## src/rtl/bus_arbiter2_pkg.sv

```systemverilog
// Shared types and constants for the two-requester burst arbiter.
// Holds the FSM state encoding, default data width and beat-counter width.
package bus_arbiter2_pkg;

    localparam int DW_DEF = 8;
    localparam int CNT_W  = 4;

    typedef enum logic [1:0] {
        IDLE = 2'd0,
        OWN0 = 2'd1,
        OWN1 = 2'd2
    } state_e;

    typedef logic [CNT_W-1:0] cnt_t;

endpackage

```

## src/rtl/bus_arbiter2_if.sv

```systemverilog
// Requester/downstream bundle of the two-requester arbiter.
// master = environment side, slave = arbiter side.
interface bus_arbiter2_if
    import bus_arbiter2_pkg::*;
#(
    parameter int DW = DW_DEF
);

    logic          req0;
    logic [DW-1:0] data0;
    logic          req1;
    logic [DW-1:0] data1;
    logic          gnt0;
    logic          gnt1;
    logic          sel;
    logic [DW-1:0] out_data;
    logic          out_valid;
    logic          out_ready;

    modport master (
        output req0, data0, req1, data1, out_ready,
        input  gnt0, gnt1, sel, out_data, out_valid
    );

    modport slave (
        input  req0, data0, req1, data1, out_ready,
        output gnt0, gnt1, sel, out_data, out_valid
    );

endinterface

```

## src/rtl/mux2to1.sv

```systemverilog
// Plain 2:1 data multiplexer, 8 bits wide by default.
module mux2to1 #(
    parameter int W = 8
) (
    input  logic [W-1:0] in0,
    input  logic [W-1:0] in1,
    input  logic         sel0,
    output logic [W-1:0] y
);

    assign y = sel0 ? in1 : in0;

endmodule

```

## src/rtl/bus_arbiter2.sv

```systemverilog
// Two-requester burst arbiter: registered grants, bounded bursts,
// alternation on ties and at burst end, combinational data mux.
module bus_arbiter2
    import bus_arbiter2_pkg::*;
#(
    parameter int MAX_BURST = 4,
    parameter int DW        = DW_DEF
) (
    input logic           clk,
    input logic           rst,
    bus_arbiter2_if.slave bus
);

    localparam cnt_t LAST_BEAT = cnt_t'(MAX_BURST - 1);

    state_e state_q, state_d;
    cnt_t   cnt_q, cnt_d;
    logic   last_q, last_d;
    logic   sel_q, sel_d;

    logic gnt0_s, gnt1_s, valid_s, xfer_s;

    always_ff @(posedge clk) begin
        if (rst) begin
            state_q <= IDLE;
            cnt_q   <= '0;
            last_q  <= 1'b1;
            sel_q   <= 1'b0;
        end else begin
            state_q <= state_d;
            cnt_q   <= cnt_d;
            last_q  <= last_d;
            sel_q   <= sel_d;
        end
    end

    assign xfer_s = valid_s & bus.out_ready;

    always_comb begin
        state_d = state_q;
        cnt_d   = cnt_q;
        last_d  = last_q;
        sel_d   = sel_q;
        unique case (state_q)
            IDLE: begin
                if (bus.req0 && bus.req1) begin
                    state_d = last_q ? OWN0 : OWN1;
                end else if (bus.req0) begin
                    state_d = OWN0;
                end else if (bus.req1) begin
                    state_d = OWN1;
                end
            end
            OWN0: begin
                if (!bus.req0) begin
                    state_d = bus.req1 ? OWN1 : IDLE;
                end else if (xfer_s) begin
                    if (cnt_q == LAST_BEAT) begin
                        if (bus.req1) state_d = OWN1;
                        else          cnt_d   = '0;
                    end else begin
                        cnt_d = cnt_q + cnt_t'(1);
                    end
                end
            end
            OWN1: begin
                if (!bus.req1) begin
                    state_d = bus.req0 ? OWN0 : IDLE;
                end else if (xfer_s) begin
                    if (cnt_q == LAST_BEAT) begin
                        if (bus.req0) state_d = OWN0;
                        else          cnt_d   = '0;
                    end else begin
                        cnt_d = cnt_q + cnt_t'(1);
                    end
                end
            end
            default: state_d = IDLE;
        endcase
        if (state_d != state_q) cnt_d = '0;
        // IDLE keeps the previous select and owner history
        if (state_d == OWN0) begin
            sel_d  = 1'b0;
            last_d = 1'b0;
        end else if (state_d == OWN1) begin
            sel_d  = 1'b1;
            last_d = 1'b1;
        end
    end

    always_comb begin
        gnt0_s  = (state_q == OWN0);
        gnt1_s  = (state_q == OWN1);
        valid_s = (gnt0_s & bus.req0) | (gnt1_s & bus.req1);
    end

    assign bus.gnt0      = gnt0_s;
    assign bus.gnt1      = gnt1_s;
    assign bus.sel       = sel_q;
    assign bus.out_valid = valid_s;

    mux2to1 #(
        .W(DW)
    ) u_mux (
        .in0 (bus.data0),
        .in1 (bus.data1),
        .sel0(sel_q),
        .y   (bus.out_data)
    );

endmodule
```

## src/flat_wrapper.sv

```systemverilog
// flat-port wrapper written by rule: the top's interface ports become plain ports
module bus_arbiter2_flat import bus_arbiter2_pkg::*;
#(
    parameter int MAX_BURST = 4,
    parameter int DW        = DW_DEF
)
  (clk, rst, bus_req0, bus_data0, bus_req1, bus_data1, bus_out_ready, bus_gnt0, bus_gnt1, bus_sel, bus_out_data, bus_out_valid);
  bus_arbiter2_if #(.DW(DW)) bus_i ();
  input logic clk;
  input logic rst;
  input wire logic [$bits(bus_i.req0)-1:0] bus_req0;
  input wire logic [$bits(bus_i.data0)-1:0] bus_data0;
  input wire logic [$bits(bus_i.req1)-1:0] bus_req1;
  input wire logic [$bits(bus_i.data1)-1:0] bus_data1;
  input wire logic [$bits(bus_i.out_ready)-1:0] bus_out_ready;
  output wire logic [$bits(bus_i.gnt0)-1:0] bus_gnt0;
  output wire logic [$bits(bus_i.gnt1)-1:0] bus_gnt1;
  output wire logic [$bits(bus_i.sel)-1:0] bus_sel;
  output wire logic [$bits(bus_i.out_data)-1:0] bus_out_data;
  output wire logic [$bits(bus_i.out_valid)-1:0] bus_out_valid;
  assign bus_i.req0 = bus_req0;
  assign bus_i.data0 = bus_data0;
  assign bus_i.req1 = bus_req1;
  assign bus_i.data1 = bus_data1;
  assign bus_i.out_ready = bus_out_ready;
  assign bus_gnt0 = bus_i.gnt0;
  assign bus_gnt1 = bus_i.gnt1;
  assign bus_sel = bus_i.sel;
  assign bus_out_data = bus_i.out_data;
  assign bus_out_valid = bus_i.out_valid;
  bus_arbiter2 #(.MAX_BURST(MAX_BURST), .DW(DW)) u_core (.clk(clk), .rst(rst), .bus(bus_i));
endmodule
```

## config.mk

```make
export PLATFORM = sky130hd
export DESIGN_NAME = bus_arbiter2_flat
export DESIGN_NICKNAME = d
export VERILOG_FILES = /design/src/rtl/bus_arbiter2_pkg.sv /design/src/rtl/bus_arbiter2_if.sv /design/src/rtl/mux2to1.sv /design/src/rtl/bus_arbiter2.sv /design/src/flat_wrapper.sv
export SDC_FILE = /design/constraint.sdc
export NUM_CORES = 1
export LEC_CHECK = 0
export ABC_AREA = 1
export BUFFER_PORTS_ARGS = -buffer_cell sky130_fd_sc_hd__buf_2
export CAP_MARGIN = 20
export CORE_MARGIN = 10
export CORE_UTILIZATION = 46
export DETAILED_ROUTE_END_ITERATION = 8
export PLACE_DENSITY = 0.83
export SKIP_CTS_REPAIR_TIMING = 1
export SKIP_LAST_GASP = 1
export SLEW_MARGIN = 20
export SYNTH_ARGS = -nofsm -noshare
export SYNTH_HDL_FRONTEND = slang
export SYNTH_HIERARCHICAL = 1
export SYNTH_SLANG_ARGS = --single-unit
export TNS_END_PERCENT = 50
```

## constraint.sdc

```tcl
create_clock -name clk -period 2.75 [get_ports clk]
set_input_delay 0.1375 -clock clk [delete_from_list [all_inputs] [get_ports clk]]
set_output_delay 0.1375 -clock clk [all_outputs]
set_load 0.005 [all_outputs]
```

==> results.cfg <==
[setup_path]
critPathLaunch = u_core/state_q[1]
crit_arrival_ns = 2.50
r2r_slack_ns = 0.38
r2r-end = u_core/last_q
rr_worst_depth = 14
start_kind = flop
end_kind = flop
cp_max_fo = 6
critical_path_class = reg -> reg
worstPathRequired_ns = 2.88
r2r_start = u_core/state_q[1]

[hold_path]
holdPathStages = 2
hp-class = in -> reg
min-delay-start = rst
min_to = u_core/state_q[1]

[yosys]
synth_edf_count = 0
synthCells = 129
synth-seq-area-share_pct = 18.7
synth_top_family_by_area = simple AND/OR/NAND/NOR gates
synth.top_cell.area_share_pct = 18.8
synth-compound-area-share_pct = 9.78
synthArstFlopShare_pct = 0
synth_fa_ha_area_share_pct = 10.2
synth-seq-cells = 8
synth.largest_area_cell = nand2_1
syn_nets = 157
ys.flop_type = dfxtp_1
syn_avg_cell_area_um2 = 6.64
synth_area_leaders = nand2_1 (19%), dfxtp_1 (19%), ha_1 (10%), inv_1 (6.6%), nand2_2 (5.8%)
yosysMostFrequentCell = nand2_1
synth_simple_gate_area_share_pct = 50.5
synth_common_cells = nand2_1 (43), inv_1 (15), nor2_1 (10)
synthXorXnorAreaFrac_pct = 2.04
yosys_warnings = 6
synthDistinctLibCells = 27
syn_area_um2 = 857
synth.area.mux_share_pct = 0

[floorplan]
die_y_um = 63.2
die-area_um2 = 3990
rows = 15
io_pins = 33
initial_core_util_pct = 49.1
die-width_um = 63.2
core_um2 = 1750

[pwr]
ir_worst_vdd_mv = 0.352
powerDensity_nw_per_um2 = 592
totalPowerFinal_mw = 0.627
p_leak_nw = 0.571

[cells_and_area]
fin_cells = 188
nNetsFinal = 193
diodes = 0
postLayoutCoreUtil_pct = 60.7
layout-drive-gt1-share_pct = 38.7
area_growth_pct = 23.7

[global_routing]
grt_max_degree = 12
antenna_found_initial = 0
grt_pass1_wl_um = 3940
first_global_vias = 925
grt_overflow_total = 0
track_usage_pct = 11.5

[cts]
cts_num_sinks = 8
clk_pin_slew_ns = 0.05
clock_path_buffers = 2
htreeDepth = 1
cts_buffers = 3
cts_tree = done
root_buffer = clkbuf_4
clk_latency_ns = 0.25

[timing]
finalCritPeriodShare_pct = 86.3
tightest_slew_ns = 0.317
fin_setup_tns_ns = 0
slew_violations = 0
finClkSkew_ns = 0.00301
finalHoldViolations = 0
setup_violations = 0
relSlewSlack_pct = 78.9
rsz0062_at_grt = false
timing.final.crit_period_ns = 2.37
setup_ws_ns = 0.377
fmaxAchievable_mhz = 421

[route]
drt_pass1_iterations = 4
drtIter0Drc = 69
drt_wl_total_um = 2310
ant_nets = 0
wl_per_cell_um = 12.3
viasPerCell = 4.87
detailroute.via_count = 916
drc_errors = 0

[place]
preCtsSetupSlack_ns = 0.459
placed_cells = 185
hpwl_um = 1940
io_buffers = 32
gp_congestion = 0.857

[run]
cap_violations = 0

[outcome]
outcome = finished clean
-- sequential cells by signal (all words and copies together) (netlist names) --
signal	count
u_core/state_q	2
u_core/last_q	1
u_core/bus.sel	1
u_core/cnt_q	4
-- metal layers --
layer	wire length, um	share of wire [%]	GRT usage [%]
met1	916	40	12.3
met2	1130	49	20.3
met3	268	12	5.48
met4	0	0	1.68
met5	0	0	0
-- critical path, cell delays in order, from the launching register on --
cell and delay [ns]:
dfxtp_1 0.37, inv_1 0.20, ha_1 0.32, nand2_1 0.11, nand2_2 0.11, nand2_4 0.09
inv_2 0.06, nand2_2 0.04, a21oi_2 0.15, nand2_2 0.10, nand2_4 0.09, inv_1 0.05
ha_1 0.30, a21oi_1 0.16, o21ai_0 0.10
-- stage by stage --
stage,area [um^2],hold WS (ns)
final,1060,0.111
after global routing,1060,0.118
after CTS,1060,0.102
after detailed placement,1040,0.373
after global placement,1040,0.368
after floorplan,857,0.210
-- worst max path at each step --
stage                         end  slack, ns  cells past startpoint
finish              u_core/last_q       0.38                     14
CTS                 u_core/last_q       0.44                     14
global placement    u_core/last_q       0.60                     14
floorplan           u_core/last_q       0.76                     14
global route        u_core/last_q       0.28                     14
detailed placement  u_core/last_q       0.46                     14
-- layout by cell type, fill, tap and decap left out, drive strengths merged --
master	count
a21boi	1
a21oi	4
a22oi	1
buf	32
clkbuf	3
dfxtp	8
ha	7
inv	17
nand2	54
nand3	9
nand3b	1
nor2	14
nor3	5
o21ai	5
xnor2	1
xor2	1
-- report_power, final --
group          switching (mW)  total [mW]  leakage (nW)  internal [mW]
Clock                  0.0375      0.0873        0.0138         0.0498
Sequential             0.0278       0.165        0.0653          0.137
Combinational           0.231       0.375         0.492          0.144
-- cell families after synthesis --
kind of cell	Yosys count
fa+ha+maj	7
compound gates	11
xor+xnor	2
buf+inv	18
simple gates	83
flops	8
-- final cells by class --
cell class | instances | area [um^2]
Fill cell | 164 | 686
Timing Repair Buffer | 32 | 160
Inverter | 17 | 63.8
Tap cell | 25 | 31.3
Sequential cell | 8 | 160
Clock buffer | 3 | 22.5
Multi-Input combinational cell | 103 | 622
Power figures use the tool's default switching activity.
